==> src/rtl/br_predict_param_pkg.sv <==
// Shared predictor types: datapath word, the BTB entry record for the default geometry, and the weak-taken helper.
// Latency: n/a (types only); backpressure: n/a.
package br_predict_param_pkg;

    typedef logic [31:0] word_t;

    localparam int BTB_TAG_W = 8;
    localparam int BTB_CTR_W = 2;

    typedef struct packed {
        logic                 valid;
        logic [BTB_TAG_W-1:0] tag;
        logic [BTB_CTR_W-1:0] ctr;
        word_t                target;
    } btb_entry_t;

    // Weakly-taken is the smallest counter value whose MSB predicts taken.
    function automatic int unsigned weakTaken(input int unsigned ctrW);
        return 32'd1 << (ctrW - 1);
    endfunction

    localparam logic [BTB_CTR_W-1:0] CTR_WEAK_TAKEN = BTB_CTR_W'(weakTaken(BTB_CTR_W));

endpackage

==> src/rtl/br_predict_param_sat.sv <==
// Saturating up/down counter next-value: stops at all-ones going up and at zero going down.
// Latency: combinational; backpressure: none.
module sat_counter #(
    parameter int W = 2
) (
    input  logic [W-1:0] cur,
    input  logic         up,
    output logic [W-1:0] nxt
);

    always_comb begin
        nxt = cur;
        if (up) begin
            if (cur != '1) nxt = cur + W'(1);
        end else begin
            if (cur != '0) nxt = cur - W'(1);
        end
    end

endmodule

==> src/rtl/br_predict_param.sv <==
// Tagged direct-mapped BTB with saturating direction counters; BTB_GSHARE_EN folds global history into the index.
// Latency: lookup combinational, update registered one edge; backpressure: none, every upd_valid edge is accepted.
module br_predict_param
    import br_predict_param_pkg::*;
#(
    parameter  int ENTRIES  = 16,
    parameter  int TAG_W    = 8,
    parameter  int CTR_W    = 2,
    parameter  int CTR_INIT = 1,
    parameter  int HIST_W   = 4,
    localparam int IDX_W    = $clog2(ENTRIES)
) (
    input  logic             CLK,
    input  logic             nRST,
    input  logic [31:0]      rd_pc,
    output logic             pred_hit,
    output logic             pred_taken,
    output logic [31:0]      pred_target,
    output logic [IDX_W-1:0] pred_index,
    input  logic             upd_valid,
    input  logic [31:0]      upd_pc,
    input  logic [IDX_W-1:0] upd_index,
    input  logic             upd_taken,
    input  logic [31:0]      upd_target,
    input  logic             clr
);

    typedef struct packed {
        logic             valid;
        logic [TAG_W-1:0] tag;
        logic [CTR_W-1:0] ctr;
        word_t            target;
    } entryT;

    localparam logic [CTR_W-1:0] CTR_WEAK = CTR_W'(weakTaken(CTR_W));
    localparam logic [CTR_W-1:0] CTR_RST  = CTR_W'(CTR_INIT);

    entryT btb [ENTRIES];

    logic [HIST_W-1:0] ghr;
    logic [IDX_W-1:0]  rdIdx;
    entryT             rdEntry;
    entryT             updEntry;
    logic [TAG_W-1:0]  updTag;
    logic              updHit;
    logic [CTR_W-1:0]  ctrNext;
    logic              unusedUpdPc;

    // With history disabled ghr is tied to zero, so the XOR collapses to the plain PC slice.
    assign rdIdx   = rd_pc[IDX_W+1:2] ^ IDX_W'(ghr);
    assign rdEntry = btb[rdIdx];

    assign pred_hit    = rdEntry.valid && (rdEntry.tag == rd_pc[IDX_W+2 +: TAG_W]);
    assign pred_taken  = pred_hit && rdEntry.ctr[CTR_W-1];
    assign pred_target = pred_taken ? rdEntry.target : rd_pc + 32'd4;
    assign pred_index  = rdIdx;

    assign updEntry    = btb[upd_index];
    assign updTag      = upd_pc[IDX_W+2 +: TAG_W];
    assign updHit      = updEntry.valid && (updEntry.tag == updTag);
    assign unusedUpdPc = ^upd_pc;

    sat_counter #(
        .W (CTR_W)
    ) u_sat (
        .cur (updEntry.ctr),
        .up  (upd_taken),
        .nxt (ctrNext)
    );

    always_ff @(posedge CLK or negedge nRST) begin
        if (!nRST) begin
            for (int i = 0; i < ENTRIES; i++) begin
                btb[i] <= '{valid: 1'b0, tag: '0, ctr: CTR_RST, target: '0};
            end
        end else if (clr) begin
            for (int i = 0; i < ENTRIES; i++) begin
                btb[i].valid <= 1'b0;
                btb[i].ctr   <= CTR_RST;
            end
        end else if (upd_valid) begin
            if (updHit) begin
                btb[upd_index].ctr <= ctrNext;
                if (upd_taken) btb[upd_index].target <= upd_target;
            end else if (upd_taken) begin
                // Taken miss replaces whatever occupied the slot.
                btb[upd_index] <= '{valid: 1'b1, tag: updTag, ctr: CTR_WEAK, target: upd_target};
            end
        end
    end

`ifdef BTB_GSHARE_EN
    always_ff @(posedge CLK or negedge nRST) begin
        if (!nRST) begin
            ghr <= '0;
        end else if (clr) begin
            ghr <= '0;
        end else if (upd_valid) begin
            ghr <= HIST_W'({ghr, upd_taken});
        end
    end
`else
    assign ghr = '0;
`endif

endmodule

==> config.mk <==
export PLATFORM = sky130hd
export DESIGN_NAME = br_predict_param
export DESIGN_NICKNAME = d
export VERILOG_FILES = /design/src/rtl/br_predict_param_pkg.sv /design/src/rtl/br_predict_param_sat.sv /design/src/rtl/br_predict_param.sv
export SDC_FILE = /design/constraint.sdc
export NUM_CORES = 1
export LEC_CHECK = 0
export ABC_AREA = 1
export ABC_CLOCK_PERIOD_IN_PS = 4100
export CAP_MARGIN = 20
export CORE_MARGIN = 3
export CORE_UTILIZATION = 40
export DETAILED_ROUTE_END_ITERATION = 7
export HOLD_SLACK_MARGIN = 0.05
export PLACE_DENSITY = 0.57
export SLEW_MARGIN = 10
export SYNTH_ARGS = -nofsm -noshare
export SYNTH_HDL_FRONTEND = slang
export SYNTH_SLANG_ARGS = --single-unit
==> constraint.sdc <==
create_clock -name CLK -period 4.1 [get_ports CLK]
set_input_delay 0.82 -clock CLK [delete_from_list [all_inputs] [get_ports CLK]]
set_output_delay 0.82 -clock CLK [all_outputs]
set_load 0.03 [all_outputs]
# Yosys cells after proc, flatten, opt, wreduce, memory -nomap -nowiden
# Index checks and enable logic that the tools add are counted.
# word_totals
reg_bits,688
latchBits,0
mem_bits_rw,0
rom_bits,0
out_inout_bits,38
memories,0
# op_classes
n_addsub,3
mul,0
div_mod_pow,0
order_cmp,3
eq_ne,3
n_shift,0
mux,55
bitwise_logic,3
reduce_logical,10
# op_table
operator,n
$mux 688,4
$bwmux 688,3
$demux 43 s4,3
$bmux 43 s4,2
$mux 43,5
$mux 32,2
$mux 2,19
$mux 34,1
$add 32x3->32 const B,1
$eq 8x8->1,2
$mux 1,16
$ge 5x5->1 const B,2
$not 4->5,2
$reduce_bool 2->1,3
$lt 5x1->1 const B,1
$logic_and 1x1->1,4
$reduce_and 3->1,1
$reduce_bool 3->1,1
$add 2x1->2 const B,1
$ne 2x2->1 const B,1
$reduce_and 2->1,1
$sub 2x1->2 const B,1
$not 1->1,1

# Logic depth before layout (Yosys ltp)
# logic_depth
ltp_word,13
depth_mapped,22
depth_no_buf,18

# Modules after synthesis
# A second synthesis with hierarchy kept.
# unflattened
cells_unflattened,4433
hier_area_um2,34200.3
# modules_own_cells
mod,instances,cells_per_inst,area_each_um2
br_predict_param,1,4427,34175.3
sat_counter,1,6,25.0

# Worst setup path after synthesis
# No wires, ideal clock.
# synth_path
path_type,input to output
start,input port rd_pc[2]
end,output port pred_hit
arrival_ps,2941
required_time_ps,3280
slack_ps,339
path_stages,12
path_buffers,3
cell_sequence,buf_2 -> inv_2 -> buf_4 -> buf_2 -> a21oi_1 -> o21ai_1 -> o211ai_1 -> nand3_1 -> nand3_1 -> xor2_1 -> nand2_1 -> nor4_1
# synth_between
elab_chain_cells,6
# synth_rtl
item,line,text
start: declaration,br_predict_param.sv:15,"input logic [31:0] rd_pc,"
$not 4->5 (implied by the code) (*),br_predict_param.sv:51,assign rdEntry = btb[rdIdx];
$bmux 43 s4 (*),br_predict_param.sv:51,
$mux 43 (implied by the code) (*) (2 in series),br_predict_param.sv:51,
$eq 8x8->1,br_predict_param.sv:53,assign pred_hit = rdEntry.valid && (rdEntry.tag == rd_pc[IDX_W+2 +: TAG_W]);
$logic_and 1x1->1 (*),br_predict_param.sv:53,
end: declaration,br_predict_param.sv:16,"output logic pred_hit,"
# Every way passes the cells marked *; elsewhere a longest branch is shown, timed or not. The select of a mux whose other input is x is not followed.

# Worst setup path in the final report
# layout_path
start,input port rd_pc[3]
end,output port pred_hit
# Same word-level chain as after synthesis.

==> results.md <==
* Outcome: finished clean
* Synthesis Warnings at 0
* Initial antenna violation count at 0
* Synth Flop Type: dfrtp_1
* DRT iter0 DRCs at 2676
* GPL Wtd Cong at 0.879
* Fin. Hold Viols at 0
* Buffer and inverter count on the worst path at 8
* Slew HR at 33.9%
* CP most frequent cell: buf_4
* Max reg flops at 688
* Detailed-route via count at 31.1k
* Share of layout cells above drive strength 1 at 9.88%
* Die width at 299 microns
* Mapped Area at 34300 sq um
* Largest net degree at the start of global routing at 160
* Clock Sinks at 688
* Crit share post-route at 97.8%
* Cell family with most CP delay: buffers and inverters
* CP Max Fanout at 14
* Largest Register: btb
* Core Region at 84400 sq um
* Ant. Diodes at 0
* Area of the multi-input gates at 15100 sq um
* Synth async-reset ratio at 100%
* Fin nets at 4616
* Power Dens Cells at 447 nW/um^2
* Achievable frequency at 249 MHz
* Leakage at 18.7 nW
* #FFs+latches synth at 688
* Initial core utilization at 40.7%
* Clk_lat worst skew at 640 ps
* Register area at 17200 sq um
* Clock transition at path regs at 60 ps
* Worst-margin pin slew at 987 ps
* CP Class: input pin to output pin
* Overall power at 18.0 mW
* Synth top area cells: dfrtp_1 49%, o21ai_0 15%, nand2_1 14%
* Number of global-route vias before repair at 29.0k
* Routed length per instance at 20.3 microns
* Startpoint types: input pin
* DRC at 0
* Min Tclk post-route at 4010 ps
* Site Rows at 106
* Cts hold-fix bufs at 0
* Grt ovf at 0
* Area leader, netlist: dfrtp_1
* Post-Syn Instances at 4458
* Num ports at 143
* Final setup fails at 0
* Layout Skew at 21.6 ps
* Post-route setup TNS at 0 ps
* Vias per inst at 5.46
* Synth top area share at 49.0%
* R2R depth at 16
* Clock H-tree levels at 3
* Clk buf depth at 3
* Crit. End Element: output pin
* Sequential element share of the synthesized area at 50.2%
* Area grow syn2layout at 17.4%
* CTS tree: built
* Hold crit path type: input pin to async pin
* Fill cells at 8572
* Crit-path cells: buf_8 > buf_16 > buf_16 > buf_4 > a21oi_1 > o21ai_0 > a21boi_1 > o22ai_1 > inv_1 > nand2_1 > buf_4 > nor4_1 > buf_4 > buf_12
* Finished Layout Cells at 5700
* Worst slack at placement at -347 ps
* Most frequent cells in the layout: 1257 x nand2_1, 1007 x o21ai_0, 672 x dfrtp_1
* Global-route wire length before repair at 179 mm
* Biggest regs: btb x688
* Port Buffer Count at 118
* Post-synth EDFFs at 0
* GR Util All Layers at 25.4%
* DP HPWL at 68.6 mm
* Max Cap Viol at 0
* Cell depth of the worst setup path at 14
* DRT antenna net count at 0
* First drt pass iteration count at 6
* Final wirelength at 116 mm
* Mapped Avg Cell Area at 7.70 sq um
* Overall die height at 299 microns
* Die area at 89400 sq um
* Slowest-stage cell, CP: nor4_1
* Required time worst endpoint at 3280 ps
* Clock root cell: clkbuf_16
* WP data arrival at 3190 ps
* Placed cells at 5546
* Slew Viols, Final at 0
* Syn Nets at 4564
* Hold_ws at 212 ps
* Worst IR Drop VDD at 343 uV
* Worst Setup Slack, final at 89.8 ps
* CTS buffer count at 81
* Most common cell after layout, fill and taps aside: nand2_1
* Netlist cell types at 43
* Slowest stage delay, CP at 500 ps
==> cell families (layout without fill, tap and decap cells) <==
kind of cell | count (synthesis) | count (layout) | share of synthesized area, %
simple gates | 1897 | 1897 | 22.3
compound gates | 1301 | 1301 | 20.2
flops | 688 | 688 | 50.2
buf+inv | 542 | 650 | 6.51
xor+xnor | 29 | 29 | 0.740
fa+ha+maj | 1 | 1 | 0.0364
==> worst paths after layout <==
check	startpoint	to	slack, ps
hold reg to reg	btb[225]	btb[225]	480
hold / removal	nRST	btb[347]	210
setup / recovery	rd_pc[3]	pred_hit	90
min in group CLK	btb[225]	btb[225]	480
max in group asynchronous	nRST	btb[244]	2890
setup reg to reg	btb[639]	btb[206]	1560
==> timing repair <==
action | 4_1_cts | 5_1_grt
pin swaps | 11 | 13
gates resized for setup | 31 | 26
buffers inserted | 9 | 3
endpoints found under the setup margin | 34 | 33
gates cloned | 1 | 2
==> metrics by stage <==
step	util (%)	cell area (sq um)
after floorplan	-	34300
after global placement	44.2	37300
after detailed placement	44.2	37300
after CTS	47.6	40200
after global routing	47.8	40300
final	47.8	40300
==> power by group <==
group | internal, mW | switching (mW)
Combinational | 0.960 | 1.64
Sequential | 7.66 | 0.444
Clock | 4.29 | 3.01
==> Yosys cell counts, types with 23 or more instances <==
master and number:
a21oi_1 87, buf_2 72, clkbuf_1 243, dfrtp_1 672
inv_1 184, nand2_1 1272, nand3_1 175, nand4_1 40
nor2_1 371, o211ai_1 39, o21ai_0 1008, o21ai_1 23
o221ai_1 34, o22ai_1 71
==> routing by layer <==
metal,up-vias,GRT usage (%),wire length (microns)
met1,15100,37.0,53800
met4,0,7.08,3230
met2,979,39.3,51200
met3,180,3.88,7590
met5,-,0,0
li1,14900,-,-
==> final cells by class <==
| type | count | area share (%) |
|---|---|---|
| well taps | 1134 | 3.52 |
| flip-flops and latches | 688 | 42.8 |
| repair buffers | 319 | 7.80 |
| clock buffers | 118 | 5.77 |
| inverters | 192 | 1.82 |
| multi-input cells | 3228 | 37.4 |
| clock inverters | 21 | 0.909 |
Note: power is estimated with default switching activity, not from simulation.
